--- src/rtl/nand_pkg.sv ---
// Shared constants, FSM state encoding and address helper for the NAND flash host blocks.
package nand_pkg;

  localparam logic [7:0] CMD_PROG    = 8'h80;
  localparam logic [7:0] CMD_CONFIRM = 8'h10;
  localparam logic [7:0] CMD_STATUS  = 8'h70;

  localparam int unsigned STATUS_FAIL_BIT = 0;

  typedef enum logic [3:0] {
    S_IDLE    = 4'd0,
    S_CMD80   = 4'd1,
    S_ADDR    = 4'd2,
    S_DATA    = 4'd3,
    S_CMD10   = 4'd4,
    S_TWB     = 4'd5,
    S_WAIT_RB = 4'd6,
    S_CMD70   = 4'd7,
    S_RD_STAT = 4'd8,
    S_DONE    = 4'd9
  } state_t;

  // Address cycle order: column 0, then the row LSB first.
  function automatic logic [7:0] addr_byte(input logic [23:0] row, input logic [1:0] idx);
    case (idx)
      2'd0:    return 8'h00;
      2'd1:    return row[7:0];
      2'd2:    return row[15:8];
      default: return row[23:16];
    endcase
  endfunction

endpackage

--- src/rtl/nand_bus_cycle.sv ---
// One NAND write bus cycle: setup clock, WE_LOW clocks of WE# low, WE_HIGH clocks high.
// A go on the last clock chains the next cycle with no idle gap.
module nand_bus_cycle #(
  parameter int unsigned WE_LOW  = 1,
  parameter int unsigned WE_HIGH = 1
) (
  input  logic       clk,
  input  logic       rst,
  input  logic       go_i,
  input  logic       hold_i,
  input  logic [7:0] byte_i,
  input  logic       cle_i,
  input  logic       ale_i,
  output logic [7:0] io_o,
  output logic       cle_o,
  output logic       ale_o,
  output logic       wen_o,
  output logic       active_o,
  output logic       setup_o,
  output logic       last_o
);

  localparam logic [1:0] P_IDLE  = 2'd0;
  localparam logic [1:0] P_SETUP = 2'd1;
  localparam logic [1:0] P_LOW   = 2'd2;
  localparam logic [1:0] P_HIGH  = 2'd3;
  localparam int unsigned CMAX = (WE_LOW > WE_HIGH) ? WE_LOW : WE_HIGH;
  localparam int unsigned CW   = $clog2(CMAX + 1);

  logic [1:0]    phase_q, phase_d;
  logic [CW-1:0] cnt_q, cnt_d;
  logic [7:0]    io_q, io_d;
  logic          cle_q, cle_d;
  logic          ale_q, ale_d;

  assign last_o   = (phase_q == P_HIGH) && (cnt_q == CW'(WE_HIGH - 1));
  assign setup_o  = (phase_q == P_SETUP);
  assign active_o = (phase_q != P_IDLE);
  assign wen_o    = (phase_q != P_LOW);
  assign io_o     = io_q;
  assign cle_o    = cle_q;
  assign ale_o    = ale_q;

  always_comb begin
    phase_d = phase_q;
    cnt_d   = cnt_q;
    io_d    = io_q;
    cle_d   = cle_q;
    ale_d   = ale_q;
    case (phase_q)
      P_IDLE: begin
        if (go_i) begin
          phase_d = P_SETUP;
          io_d    = byte_i;
          cle_d   = cle_i;
          ale_d   = ale_i;
        end
      end
      P_SETUP: begin
        // Byte is re-latched as setup ends so a stalled data stream lands its accepted byte.
        if (!hold_i) begin
          phase_d = P_LOW;
          cnt_d   = '0;
          io_d    = byte_i;
        end
      end
      P_LOW: begin
        if (cnt_q == CW'(WE_LOW - 1)) begin
          phase_d = P_HIGH;
          cnt_d   = '0;
        end else begin
          cnt_d = cnt_q + 1'b1;
        end
      end
      default: begin
        if (last_o) begin
          if (go_i) begin
            phase_d = P_SETUP;
            io_d    = byte_i;
            cle_d   = cle_i;
            ale_d   = ale_i;
          end else begin
            phase_d = P_IDLE;
            cle_d   = 1'b0;
            ale_d   = 1'b0;
          end
        end else begin
          cnt_d = cnt_q + 1'b1;
        end
      end
    endcase
  end

  always_ff @(posedge clk or posedge rst) begin
    if (rst) begin
      phase_q <= P_IDLE;
      cnt_q   <= '0;
      io_q    <= '0;
      cle_q   <= 1'b0;
      ale_q   <= 1'b0;
    end else begin
      phase_q <= phase_d;
      cnt_q   <= cnt_d;
      io_q    <= io_d;
      cle_q   <= cle_d;
      ale_q   <= ale_d;
    end
  end

endmodule

--- src/rtl/nand_flash_page_writer.sv ---
// NAND page program sequencer: 0x80, four address cycles, one page of streamed data,
// 0x10, R/B# wait with timeout, then 0x70 status read to report pass/fail.
module nand_flash_page_writer
  import nand_pkg::*;
#(
  parameter int unsigned PAGE_BYTES = 512,
  parameter int unsigned ROW_W      = 17,
  parameter int unsigned WE_LOW     = 1,
  parameter int unsigned WE_HIGH    = 1,
  parameter int unsigned RE_LOW     = 2,
  parameter int unsigned TWB        = 4,
  parameter int unsigned BUSY_TO    = 200000
) (
  input  logic             clk,
  input  logic             rst,
  input  logic             start,
  input  logic [ROW_W-1:0] row_addr,
  input  logic [7:0]       wr_data,
  input  logic             wr_valid,
  output logic             wr_ready,
  output logic             busy,
  output logic             done,
  output logic             fail,
  output logic             timeout,
  output logic             F_CEN_A,
  output logic             F_CLE_A,
  output logic             F_ALE_A,
  output logic             F_WEN_A,
  output logic             F_REN_A,
  input  logic             F_RB_A,
  output logic [7:0]       io_o,
  output logic             io_oe,
  input  logic [7:0]       io_i
);

  localparam int unsigned BCW = $clog2(PAGE_BYTES) + 1;
  localparam int unsigned TW  = $clog2(BUSY_TO + TWB + RE_LOW + 1) + 1;

  state_t           state_q, state_d;
  logic [ROW_W-1:0] row_q, row_d;
  logic [1:0]       aidx_q, aidx_d;
  logic [BCW-1:0]   bcnt_q, bcnt_d;
  logic [TW-1:0]    tmr_q, tmr_d;
  logic             fail_q, fail_d;
  logic             to_q, to_d;
  logic             rb_meta_q, rb_sync_q;

  logic [23:0] row24;
  logic        go, hold, bcle, bale, bus_setup, bus_last;
  logic [7:0]  bbyte;

  assign row24    = 24'(row_q);
  assign hold     = (state_q == S_DATA) && !wr_valid;
  assign wr_ready = (state_q == S_DATA) && bus_setup;
  assign busy     = (state_q != S_IDLE);
  assign done     = (state_q == S_DONE);
  assign fail     = fail_q;
  assign timeout  = to_q;
  assign F_CEN_A  = (state_q == S_IDLE) || (state_q == S_DONE);
  assign F_REN_A  = !((state_q == S_RD_STAT) && (tmr_q < TW'(RE_LOW)));

  nand_bus_cycle #(
    .WE_LOW (WE_LOW),
    .WE_HIGH(WE_HIGH)
  ) u_bus (
    .clk     (clk),
    .rst     (rst),
    .go_i    (go),
    .hold_i  (hold),
    .byte_i  (bbyte),
    .cle_i   (bcle),
    .ale_i   (bale),
    .io_o    (io_o),
    .cle_o   (F_CLE_A),
    .ale_o   (F_ALE_A),
    .wen_o   (F_WEN_A),
    .active_o(io_oe),
    .setup_o (bus_setup),
    .last_o  (bus_last)
  );

  always_comb begin
    state_d = state_q;
    row_d   = row_q;
    aidx_d  = aidx_q;
    bcnt_d  = bcnt_q;
    tmr_d   = tmr_q;
    fail_d  = fail_q;
    to_d    = to_q;
    go      = 1'b0;
    bcle    = 1'b0;
    bale    = 1'b0;
    // Byte of the cycle in progress; overridden below with the next cycle's byte on go.
    case (state_q)
      S_CMD80: bbyte = CMD_PROG;
      S_ADDR:  bbyte = addr_byte(row24, aidx_q);
      S_DATA:  bbyte = wr_data;
      S_CMD10: bbyte = CMD_CONFIRM;
      S_CMD70: bbyte = CMD_STATUS;
      default: bbyte = 8'h00;
    endcase
    case (state_q)
      S_IDLE: begin
        if (start) begin
          go      = 1'b1;
          bbyte   = CMD_PROG;
          bcle    = 1'b1;
          row_d   = row_addr;
          fail_d  = 1'b0;
          to_d    = 1'b0;
          state_d = S_CMD80;
        end
      end
      S_CMD80: begin
        if (bus_last) begin
          go      = 1'b1;
          bbyte   = addr_byte(row24, 2'd0);
          bale    = 1'b1;
          aidx_d  = '0;
          state_d = S_ADDR;
        end
      end
      S_ADDR: begin
        if (bus_last) begin
          go = 1'b1;
          if (aidx_q != 2'd3) begin
            bbyte  = addr_byte(row24, aidx_q + 2'd1);
            bale   = 1'b1;
            aidx_d = aidx_q + 2'd1;
          end else begin
            bcnt_d  = '0;
            state_d = S_DATA;
          end
        end
      end
      S_DATA: begin
        if (bus_setup && wr_valid) bcnt_d = bcnt_q + 1'b1;
        if (bus_last) begin
          go = 1'b1;
          if (bcnt_q == BCW'(PAGE_BYTES)) begin
            bbyte   = CMD_CONFIRM;
            bcle    = 1'b1;
            state_d = S_CMD10;
          end
        end
      end
      S_CMD10: begin
        if (bus_last) begin
          tmr_d   = '0;
          state_d = S_TWB;
        end
      end
      S_TWB: begin
        if (tmr_q == TW'(TWB - 1)) begin
          tmr_d   = '0;
          state_d = S_WAIT_RB;
        end else begin
          tmr_d = tmr_q + 1'b1;
        end
      end
      S_WAIT_RB: begin
        if (rb_sync_q) begin
          go      = 1'b1;
          bbyte   = CMD_STATUS;
          bcle    = 1'b1;
          state_d = S_CMD70;
        end else if (tmr_q == TW'(BUSY_TO - 1)) begin
          to_d    = 1'b1;
          fail_d  = 1'b1;
          state_d = S_DONE;
        end else begin
          tmr_d = tmr_q + 1'b1;
        end
      end
      S_CMD70: begin
        if (bus_last) begin
          tmr_d   = '0;
          state_d = S_RD_STAT;
        end
      end
      S_RD_STAT: begin
        if (tmr_q == TW'(RE_LOW - 1)) fail_d = (io_i & 8'(1 << STATUS_FAIL_BIT)) != 8'h00;
        if (tmr_q == TW'(RE_LOW)) state_d = S_DONE;
        else tmr_d = tmr_q + 1'b1;
      end
      default: state_d = S_IDLE;
    endcase
  end

  always_ff @(posedge clk or posedge rst) begin
    if (rst) begin
      state_q   <= S_IDLE;
      row_q     <= '0;
      aidx_q    <= '0;
      bcnt_q    <= '0;
      tmr_q     <= '0;
      fail_q    <= 1'b0;
      to_q      <= 1'b0;
      rb_meta_q <= 1'b0;
      rb_sync_q <= 1'b0;
    end else begin
      state_q   <= state_d;
      row_q     <= row_d;
      aidx_q    <= aidx_d;
      bcnt_q    <= bcnt_d;
      tmr_q     <= tmr_d;
      fail_q    <= fail_d;
      to_q      <= to_d;
      rb_meta_q <= F_RB_A;
      rb_sync_q <= rb_meta_q;
    end
  end

endmodule

--- config.mk ---
export PLATFORM = sky130hd
export DESIGN_NAME = nand_flash_page_writer
export DESIGN_NICKNAME = d
export VERILOG_FILES = /design/src/rtl/nand_pkg.sv /design/src/rtl/nand_bus_cycle.sv /design/src/rtl/nand_flash_page_writer.sv
export SDC_FILE = /design/constraint.sdc
export NUM_CORES = 1
export LEC_CHECK = 0
export CAP_MARGIN = 20
export CORE_MARGIN = 3
export CORE_UTILIZATION = 56
export DETAILED_ROUTE_END_ITERATION = 6
export PLACE_DENSITY = 0.88
export SLEW_MARGIN = 40
export SYNTH_ARGS = -nofsm -noshare
export SYNTH_HDL_FRONTEND = slang
export SYNTH_HIERARCHICAL = 1
export SYNTH_SLANG_ARGS = --single-unit
--- constraint.sdc ---
create_clock -name clk -period 3 [get_ports clk]
set_clock_uncertainty 0.05 [all_clocks]
set_input_delay 0.75 -clock clk [delete_from_list [all_inputs] [get_ports clk]]
set_output_delay 0.75 -clock clk [all_outputs]
set_load 0.01 [all_outputs]
[Yosys cells after proc, flatten, opt, wreduce, memory -nomap -nowiden]
Index checks and enable logic that the tools add are counted.
Widths: inputs -> output; s select.
Storage, ports and cells
  bits in registers: 69
  input port bits: 38
  output and inout port bits: 19
  word-level logic and storage cells: 181
Operators by class
  add/sub/neg operators: 4
  magnitude comparators: 1
  eq/ne operators: 46
  mux-type cells: 76
  bitwise operators: 4
  reductions and logical operators: 36
Operators with widths (count)
  $mux 19: 5
  $mux 8: 10
  $pmux 8 s5: 2
  $pmux 19 s4: 1
  $pmux 8 s3: 3
  $mux 4: 12
  $eq 19x2->1 const B: 2
  $ne 2x2->1 const B: 18
  $pmux 4 s9: 1
  $mux 10: 3
  $mux 1: 21
  $pmux 10 s2: 1
  $add 19x1->19 const B: 1
  $eq 19x1->1 const B: 1
  $eq 19x18->1 const B: 1
  $lt 19x2->1 const B: 1
  $eq 4x3->1 const B: 4
  $reduce_and 4->1: 4
  $mux 2: 7
  $pmux 1 s3: 4
  $reduce_bool 4->1: 3
  $reduce_and 11->1: 1
  $add 10x1->10 const B: 1
  $eq 10x10->1 const B: 1
  26 further kinds: 59

[Logic depth before layout (Yosys ltp)]
Gate-level depths: netlist (run 1).
  depth in word-level cells: 9
  depth in mapped cells: 10
  mapped depth without buffers: 9

[Modules after synthesis]
Netlist (run 1), hierarchy kept.
Modules (own cells, without submodules)
  nand_flash_page_writer: times used 1, cells each 403, area each 3638.5 µm², sequential area each 1401.3 µm²
  nand_bus_cycle: times used 1, cells each 63, area each 708.2 µm², sequential area each 325.3 µm²

[Least setup slack after synthesis (run 1)]
Ideal clock, no wire load.
  path type: register to register
  start: reg state_q[1]
  end: reg u_bus.io_q[0], in the netlist u_bus/io_o[0]
  setup time: 0.125 ns
  data arrival time: 2.522 ns
  data required time: 2.825 ns
  slack: 0.304 ns
  stages on the path, launching flop included: 10
  path buffers: 2
  clock period less this slack: 2.696 ns
  path through: dfrtp_1 clkbuf_1 clkbuf_1 nor2_1 mux2i_1 o31ai_1 and2b_1 o21ai_2 a21oi_4 mux2_2
Between the ends
  elaborated cells between the ends (all ways): 25
  classes of those cells: eq/ne (7); mux (14); reduce/logical (4)
RTL lines
  start, declared: line nand_flash_page_writer.sv:39  | state_t state_q, state_d;
  start signal, assigned: line nand_flash_page_writer.sv:202  | state_q <= state_d;
  $eq 4x2->1 or $eq 4x1->1 (tied branches): line nand_flash_page_writer.sv:102  | case (state_q)
  $reduce_or 3->1 (no source line)
  $pmux 1 s3 (*): line nand_flash_page_writer.sv:102
  named net go: line nand_flash_page_writer.sv:49  | logic go, hold, bcle, bale, bus_setup, bus_last;
  $mux 8 (*): line nand_bus_cycle.sv:52, nand_bus_cycle.sv:77
  $mux 8: line nand_bus_cycle.sv:76  | if (last_o) begin
  $pmux 8 s3 (*): line nand_bus_cycle.sv:50  | case (phase_q)
  end signal, assigned: line nand_bus_cycle.sv:104  | io_q <= io_d;
  end, declared: line nand_bus_cycle.sv:32  | logic [7:0] io_q, io_d;
The timed path passes the listed nets; every way through them passes the cells marked *. The select of a mux whose other input is x is not followed.
A chain may end at the register's enable or synchronous reset.

[Worst setup path in the final report (run 1)]
  start: reg tmr_q[9]
  end: out F_REN_A
Between the ends
  cells in the longest elaborated chain, start to end: 3
Ends and longest elaborated chain
  start, declared: line nand_flash_page_writer.sv:43  | logic [TW-1:0] tmr_q, tmr_d;
  start signal, assigned: line nand_flash_page_writer.sv:206  | tmr_q <= tmr_d;
  $lt 19x2->1: line nand_flash_page_writer.sv:60  | assign F_REN_A = !((state_q == S_RD_STAT) && (tmr_q < TW'(RE_LOW)));
  $logic_and 1x1->1: line nand_flash_page_writer.sv:60
  $logic_not 1->1: line nand_flash_page_writer.sv:60
  end, declared: line nand_flash_page_writer.sv:29  | output logic F_REN_A,
No other way between the ends.

==> out/results.txt, run 1 <==
The floorplan step defined a die boundary enclosing 8850 sq um. Cells with a size suffix above 1 make up 15.3% of the layout. The number of levels in the clock H-tree came out at 3.

The root buffer cell chosen for the clock tree is clkbuf_8. The flow ran to the end, and the final reports show no timing, DRC or antenna violations. Number of pins with negative max-slew slack in the final report: 0. Buffers inserted during clock tree synthesis total 9.

The transition time of the tightest slew-check pin was 590 ps. The path class of the lowest-slack min-delay path is reg2reg. The count of nets left with antenna violations once routing finished came out at 0. The congestion estimate from routability-driven global placement came to 0.920. TritonCTS built the clock tree. In the routed design, unresolved DRC markers number 0. The worst-path maximum fanout was 5; the synthesized instance count was 466. Across all setup checks in the final design, the least slack found is 128 ps. The number of buffers inserted by port buffering was 49.

Grouping stages by cell kind, the critical path spends the most delay in simple AND/OR/NAND/NOR gates. The largest net degree at the start of global routing was 31; the net count of the finished layout was 572. After global routing the overflow that remains totals 0. Measured against its own limit, the worst slew margin works out to 60.6%.

The worst setup path is launched from a flop. The worst path uses 95.7% of the clock period. Summing the areas of all and, or, nand and nor instances in the mapped netlist gives 20.6% of the synthesized area. The capture point of the worst path is F_REN_A. The post-placement cell count is 606, and the mean routed wirelength per cell is 17.5 microns. Once layout is complete, the cells apart from fillers number 623. Final hold analysis gives a worst-case slack of 326 ps. The post-synthesis share of cell area spent on full adders, half adders and majority gates works out to 4.32%. The terminus of the critical flop-to-flop path was u_bus/io_o[6]. Compared with the post-synthesis result, the final layout area differs by 20.3%.

In this run the count of I/O pins placed on the die edge is 57. In this design, the stage delay of the slowest critical-path cell is 500 ps. The mapped netlist covers 4350 sq um.

The post-route setup TNS came out at 0 ps. A synthesized cell averages 9.33 sq um. The clock passes through at most 2 buffers. Across every metal layer, demand over resource in global routing totals 25.8%. For this configuration, the core starts out at a cell density of 58.7%. The number of logic stages on the critical path including buffering is 5. Per report_power, the sequential group accounts for 34.4% of the total. Setup repair after global routing left no endpoint under its margin. The synthesized netlist devotes 21.0% of its cell area to compound gates. Combinational cells account for 44.8% of the total power. The run gives 0 as the final setup violation count.

At the worst endpoint, the arrival time is 2070 ps. The reported leakage power is 2.20 nW, and the share of power burned in the clock network is 20.8%. Across the VDD grid, the largest voltage drop is 0.000518 V. The tools report the final hold violation count as 0. For the via count of the first global-routing pass, the log shows 3824. The average via count per standard cell is 6.34. Before CTS, the worst setup slack after placement is 174 ps. The first detailed-routing pass took 7 iterations. The number of flops mapped to enable cells by yosys was 0; the final-layout fill cell count was 536.

The via total after detailed routing is 3947, and the insertion delay to the later sink of the worst-skew pair is 350 ps. STA puts the critical path data required time at 2200 ps. Upper clock frequency limit: 348 MHz. Once detailed placement completed, the half-perimeter wirelength came to 7910 microns. For this design, the slowest cell found on the critical path is clkdlybuf4s50_1. The die is 94.1 microns wide. Power spread over the standard cell area amounts to 786 nW/um^2.

For the number of cell rows, the log shows 31. The worst path in the final design needs a cycle of 2870 ps, including I/O delays and setup. The run gives 6 as the number of warning messages in the yosys log.

The total of max-cap violations is 0. The startpoint identified for the worst register-to-register timing path is u_bus/phase_q[0]. The clock net in this run drives a total of 69 sinks. For the number of antenna violations at the first check in global routing, the log shows 0.

The tools report the critical path endpoint category as a primary output. The top cell types in the final layout, fill and taps aside, are 69 x dfrtp_1, 49 x clkdlybuf4s50_1, 40 x o21ai_0. The region available for standard cell placement spans 7410 sq um. After synthesis, the share of flip-flops with an asynchronous set or reset is 100%. The total buffers and inverters traversed by the critical path works out to 1.

In this run switching power makes up 38.1% of total power. After synthesis, the share of cell area in mux cells is 7.92%. Summed over all nets, the switching power comes to 1.57 mW.

Measured along the y axis, the die boundary spans 94.1 microns. Cell internal power was estimated by the tool at 2.54 mW. After synthesis the netlist holds a flip-flop and latch count of 69. The start-to-end type of the worst setup path is reg2out. After synthesis, flip-flops and latches occupy 39.7% of the total area. The number of cells on the worst reg-to-reg path is 9.

The xor/xnor share of the synthesized area works out to 1.73%. Leaving out fill and tap cells, the most frequent cell in the layout is dfrtp_1. The tools report the antenna diode count as 0.

The number of distinct library cell variants in the gate-level netlist after synthesis was 65; the global-route wire length before repair was 18200 microns. After synthesis, the largest family of logic cells by area is compound AO/OA/AOI/OAI gates. Worst-case register-to-register setup slack: 210 ps. The most critical setup path has its startpoint at tmr_q[9]. In this run, the number of DRC markers left after iteration 0 of detailed routing was 413. After clock tree synthesis, the clock-pin slew on the worst setup and hold paths is 80 ps. The final routed wirelength across all metal layers came out at 10900 microns. The signal on the critical path passes through nor4_2 -> nand4_1 -> nor2_2 -> nand3_1 -> clkdlybuf4s50_1.

For the total nets after synthesis, the log shows 519. Among all flip-flop cells after synthesis, the most frequent one is dfrtp_1.
## through the flow
stage / utilization, % / cell area (sq um) / total power [mW]
floorplan: - / 4350 / 2.66
global placement: 67.0 / 4960 / 3.10
detailed placement: 67.0 / 4960 / 3.21
CTS: 70.1 / 5190 / 4.08
global route: 70.6 / 5230 / 4.36
finish: 70.6 / 5230 / 4.11
## worst min path at each step
| stage | start | slack, ps | depth (start not counted) | end |
|---|---|---|---|---|
| floorplan | rb_meta_q | 280 | 0 | rb_sync_q |
| detailed placement | rb_meta_q | 310 | 0 | rb_sync_q |
| CTS | rb_meta_q | 330 | 0 | rb_sync_q |
| finish | rb_meta_q | 330 | 0 | rb_sync_q |
| global route | rb_meta_q | 330 | 0 | rb_sync_q |
| global placement | rb_meta_q | 290 | 0 | rb_sync_q |
## synthesized netlist by cell type (all sizes together) (2+ instances only)
library cell  instances  area share, %
o41ai                 2           0.40
nor4b                 2           0.75
a22oi                14            2.4
nor2                 32            2.8
nand2b                7            1.1
nand3                17            2.0
nand4                 7            1.4
o211ai                4           0.69
dfrtp                69             40
o22ai                 8            1.2
clkbuf               13            1.1
or2                   4           0.58
a21boi                8            1.4
nor2b                 8            1.2
a22o                  7            1.4
nand2                39            3.4
nor4                 11            1.7
a221o                 3           0.69
and2                  7            1.0
mux2i                 4           0.92
xor2                  6            1.2
a211oi                2           0.35
a21oi                20            2.6
o32ai                 2           0.40
inv                  22            1.9
buf                  10            1.8
ha                   15            4.3
mux2                 27            7.0
nor3                  5           0.69
or4                   3           0.52
and3                  5           0.72
or3                   5           0.72
o21ai                42            4.9
o31ai                17            2.9
## power by group through the flow
stage          Combinational (mW)  Clock, mW  Sequential [mW]
6_report                     1.84      0.855             1.41
2_1_floorplan                1.30          0             1.36
5_1_grt                      2.02      0.901             1.44
3_3_place_gp                 1.71          0             1.39
4_1_cts                      1.81      0.859             1.40
3_5_place_dp                 1.79          0             1.42
## worst reg2reg max path: cells and delay by family (launching register included)
kind | cells | cell delay [ps]
AO/OA/AOI/OAI | 2 | 440
adder cells (fa/ha/maj) | 1 | 220
flip-flops | 1 | 490
multiplexers | 1 | 270
AND/OR/NAND/NOR | 5 | 1210
## routing by layer
layer	GRT usage [%]	up-vias	share of wire [%]
li1	-	1827	-
met1	34.3	1928	44
met2	40.9	169	48
met3	5.13	23	6.7
met4	11.2	0	2.0
met5	0	-	0
## layout make-up
type	instances	area, sq um	share of cell area (%)
Tap cell	99	124	2.37
Timing Repair Buffer	65	623	11.9
Sequential cell	69	1730	33.0
Clock buffer	10	138	2.63
Inverter	22	82.6	1.58
Clock inverter	6	86.3	1.65
Multi-Input combinational cell	352	2450	46.8
## timing repair
item,in CTS,in global routing
resized for setup,0,6
setup buffers,1,0
setup endpoints to repair,1,2
pin swaps,1,2
hold buffers,0,0
## flip-flops by register name (all words and copies together) (netlist names)
name and cells:
tmr_q 19, row_q 17, bcnt_q 10, u_bus/io_o 8
state_q 4, aidx_q 2, u_bus/phase_q 2, fail 1
rb_meta_q 1, rb_sync_q 1, timeout 1, u_bus/ale_o 1
u_bus/cle_o 1, u_bus/cnt_q 1
## cell families after synthesis
kind of cell,after synthesis
AOI/OAI and AO/OA,137
xor gates and xnor gates,7
adders and majority gates,15
buffers and inverters,45
DFF,69
muxes,31
and+or+nand+nor,162
Note: power is estimated with default switching activity, not from simulation.
==> run 2, diff against run 1 <==
--- a/config.mk
+++ b/config.mk
@@ -8,6 +8,7 @@
 export CAP_MARGIN = 20
 export CORE_MARGIN = 3
 export CORE_UTILIZATION = 56
+export CTS_BUF_LIST = sky130_fd_sc_hd__clkbuf_16
 export DETAILED_ROUTE_END_ITERATION = 6
 export PLACE_DENSITY = 0.88
 export SLEW_MARGIN = 40
==> run 2 against run 1 <==
Against the previous run: non-clock buffer count is the same; final cell count is the same; largest power group unchanged; sequential share of layout area shrank 0.45 points; total power grew 6.7%.
==> out/results.txt, run 2 (synthesis gave the netlist of run 1 again) <==
The flow ran to the end, and the final reports show no timing, DRC or antenna violations. Ranked by flip-flop count, first place goes to tmr_q. After detailed routing, the number of remaining DRC violations is 0. In the final layout, the multi-input gates occupy 2430 sq um. For the number of pins with negative max-slew slack in the final report, the log shows 0. Leaving out fill and tap cells, the most frequent cells in the layout are 69 x dfrtp_1, 49 x clkdlybuf4s50_1, 40 x o21ai_0.

Detailed placement ended at an HPWL of 7910 microns. The transition time of the tightest slew-check pin is 600 ps, and the net count of the finished layout is 572. The worst hold path passes through 0 cells. Dividing the detail-routed wire length by the instance count gives 17.6 microns.

For this run, the total global-route usage over all layers was measured as 26.5%. The floorplan step defined a core boundary enclosing 7410 sq um. For the final hold violation count, the log shows 0. The clock root buffer is clkbuf_16. The H-tree generated during clock tree synthesis spans 3 levels.

For the internal cell power, the log shows 2.78 mW. TritonCTS built the clock tree. The tools report the number of primary I/O pins as 57. The commonest non-fill, non-tap cell in the layout is dfrtp_1.

Largest net degree at the start of global routing: 31. The register area came out at 1730 sq um. The run gives 0 as the final setup violation count. For the via count of the first global-routing pass, the log shows 3765.

In this run the worst hold path is classified as reg2reg. The tools report the critical path required time as 2200 ps. Setup repair after global routing left no endpoint under its margin.

The largest registers in the layout are tmr_q (19), row_q (17), bcnt_q (10). TritonCTS created 9 clock buffers. The count of hold buffers inserted by post-cts repair was 0; the worst-path maximum fanout was 12. Dividing the detail-routed via count by the number of cells gives 6.38. The finished cells cover 5300 sq um.

The logs give 2.24 nW for the reported leakage power and 0 for the number of routed nets with antenna violations. The overall die height is 94.1 microns, and the global route total overflow is 0. For this run, the top clock speed supported by timing is 347 MHz. The layout overhead on the synthesized area is 22.0%. The tools report the start point of the worst min-delay path as rb_meta_q. The repair_antennas step left the layout with diodes totalling 0.

Summed over all layers, the routed wires come to 11000 microns. Sequential cells account for 32.2% of the total power. The analysis attributes to net switching a power of 1.61 mW.

The clock passes through at most 2 buffers. The worst path in the final design needs a cycle of 2890 ps, including I/O delays and setup. At the worst endpoint, the arrival time is 2090 ps. Per report_power, the clock group accounts for 25.7% of the total.

For the final-layout fill cell count, the log shows 519. In this run the critical register-to-register path is captured at u_bus/io_o[6]. In the final layout, the share of cells above drive strength 1 is 14.7%. Of the total power, combinational logic draws 42.0%.

The switching share of power is 36.6%. The worst setup path is launched from a flop. The routability congestion estimate from global placement was 0.920; the depth of the worst register-to-register path was 9. The die width was 94.1 microns. The worst-case register-to-register setup slack is 240 ps, and the post-route setup TNS is 0 ps. The first detailed-routing pass took 5 iterations. Clock-pin slew of the registers on the worst-case setup and hold paths: 60 ps. The first global-routing pass estimated 18600 microns of wire.

The power density normalized to cell area works out to 827 nW/um^2. Total of max-cap violations: 0. The register with the most flip-flops in the layout has 19 of them. The routed layout has 3973 vias. The worst setup path is captured at a primary output. For the starting density of the core, the log shows 58.7%. At the later pin of the worst-skew pair, clock insertion delay measures 330 ps.

Of the available clock period, the critical path in the final layout requires 96.2%. For hold timing, the worst endpoint is rb_sync_q. The run gives 0 as the number of antenna violations at the first check in global routing. Number of sinks handled by clock tree synthesis: 69.

The logs give 489 for the violation count after the first detailed-routing iteration and 60.0% for the relative slew slack. Number of buffers inserted by port buffering: 49. In this run the critical register-to-register path is launched from u_bus/phase_q[0]. Maximum ir drop on the vdd rail: 0.000449 V. The logs give 4960 sq um for the total placed instance area and 8850 sq um for the full die area. The floorplan has 31 rows.

The worst setup path is of the reg2out kind.
-- run 2: cell types whose count changed in the layout (fill, tap and decap cells not counted) --
cell and delta:
clkinv_1 +1, clkbuf_8 -10, nor4_1 +2, nor3_2 +1, nor4_2 -2, clkbuf_16 +9
nor3_4 -1
-- run 2: worst max path at each step --
stage,cells after the start,startpoint,endpoint,slack (ps)
2_1_floorplan,9,state_q[1],u_bus/io_o[0],300
3_3_place_gp,8,start,u_bus/io_o[3],250
3_5_place_dp,8,start,u_bus/io_o[0],170
4_1_cts,5,tmr_q[9],F_REN_A,70
5_1_grt,4,state_q[0],F_REN_A,4
6_report,5,state_q[2],F_CEN_A,110
-- run 2: layer usage --
metal | up-vias | GRT usage, % | wire length [microns] | part of all wire, %
met5 | - | 0 | 0 | 0
met4 | 0 | 11.6 | 271 | 2.5
met3 | 28 | 5.85 | 798 | 7.3
met2 | 203 | 40.9 | 5200 | 47
met1 | 1912 | 35.6 | 4720 | 43
li1 | 1830 | - | - | -
-- run 2: power by group through the flow --
stage	Sequential, mW	Combinational (mW)	Clock (mW)
2_1_floorplan	1.36	1.30	0
3_3_place_gp	1.39	1.71	0
3_5_place_dp	1.42	1.79	0
4_1_cts	1.41	1.82	1.13
5_1_grt	1.44	2.03	1.19
6_report	1.41	1.84	1.13
-- run 2: through the flow --
step	total power [mW]	hold WS, ps	util, %	setup slack, ps	instances
after detailed placement	3.21	310	67.0	174	606
after floorplan	2.66	281	-	304	466
after global routing	4.66	328	71.6	4.25	623
after global placement	3.10	290	67.0	245	606
final	4.39	322	71.6	114	623
after CTS	4.36	323	71.3	65.8	623
-- run 2: final cells by class --
class | instances | share of cell area (%)
tap | 99 | 2.34
multi-input combinational | 352 | 45.8
inverter | 22 | 1.56
clock buffer | 9 | 4.25
timing repair buffer | 65 | 11.8
sequential | 69 | 32.6
clock inverter | 7 | 1.70
-- run 2: critical path, stage by stage, from the launching register on --
cell,delay [ps]
dfrtp_1,420
buf_4,190
nor4_1,270
inv_1,150
o21ai_0,140
clkdlybuf4s50_1,580
-- run 2: what timing repair did --
item	CTS	global route
setup endpoints to repair	1	1
gates cloned	0	0
setup buffers	1	0
gates resized for setup	0	3
pin swaps	1	2
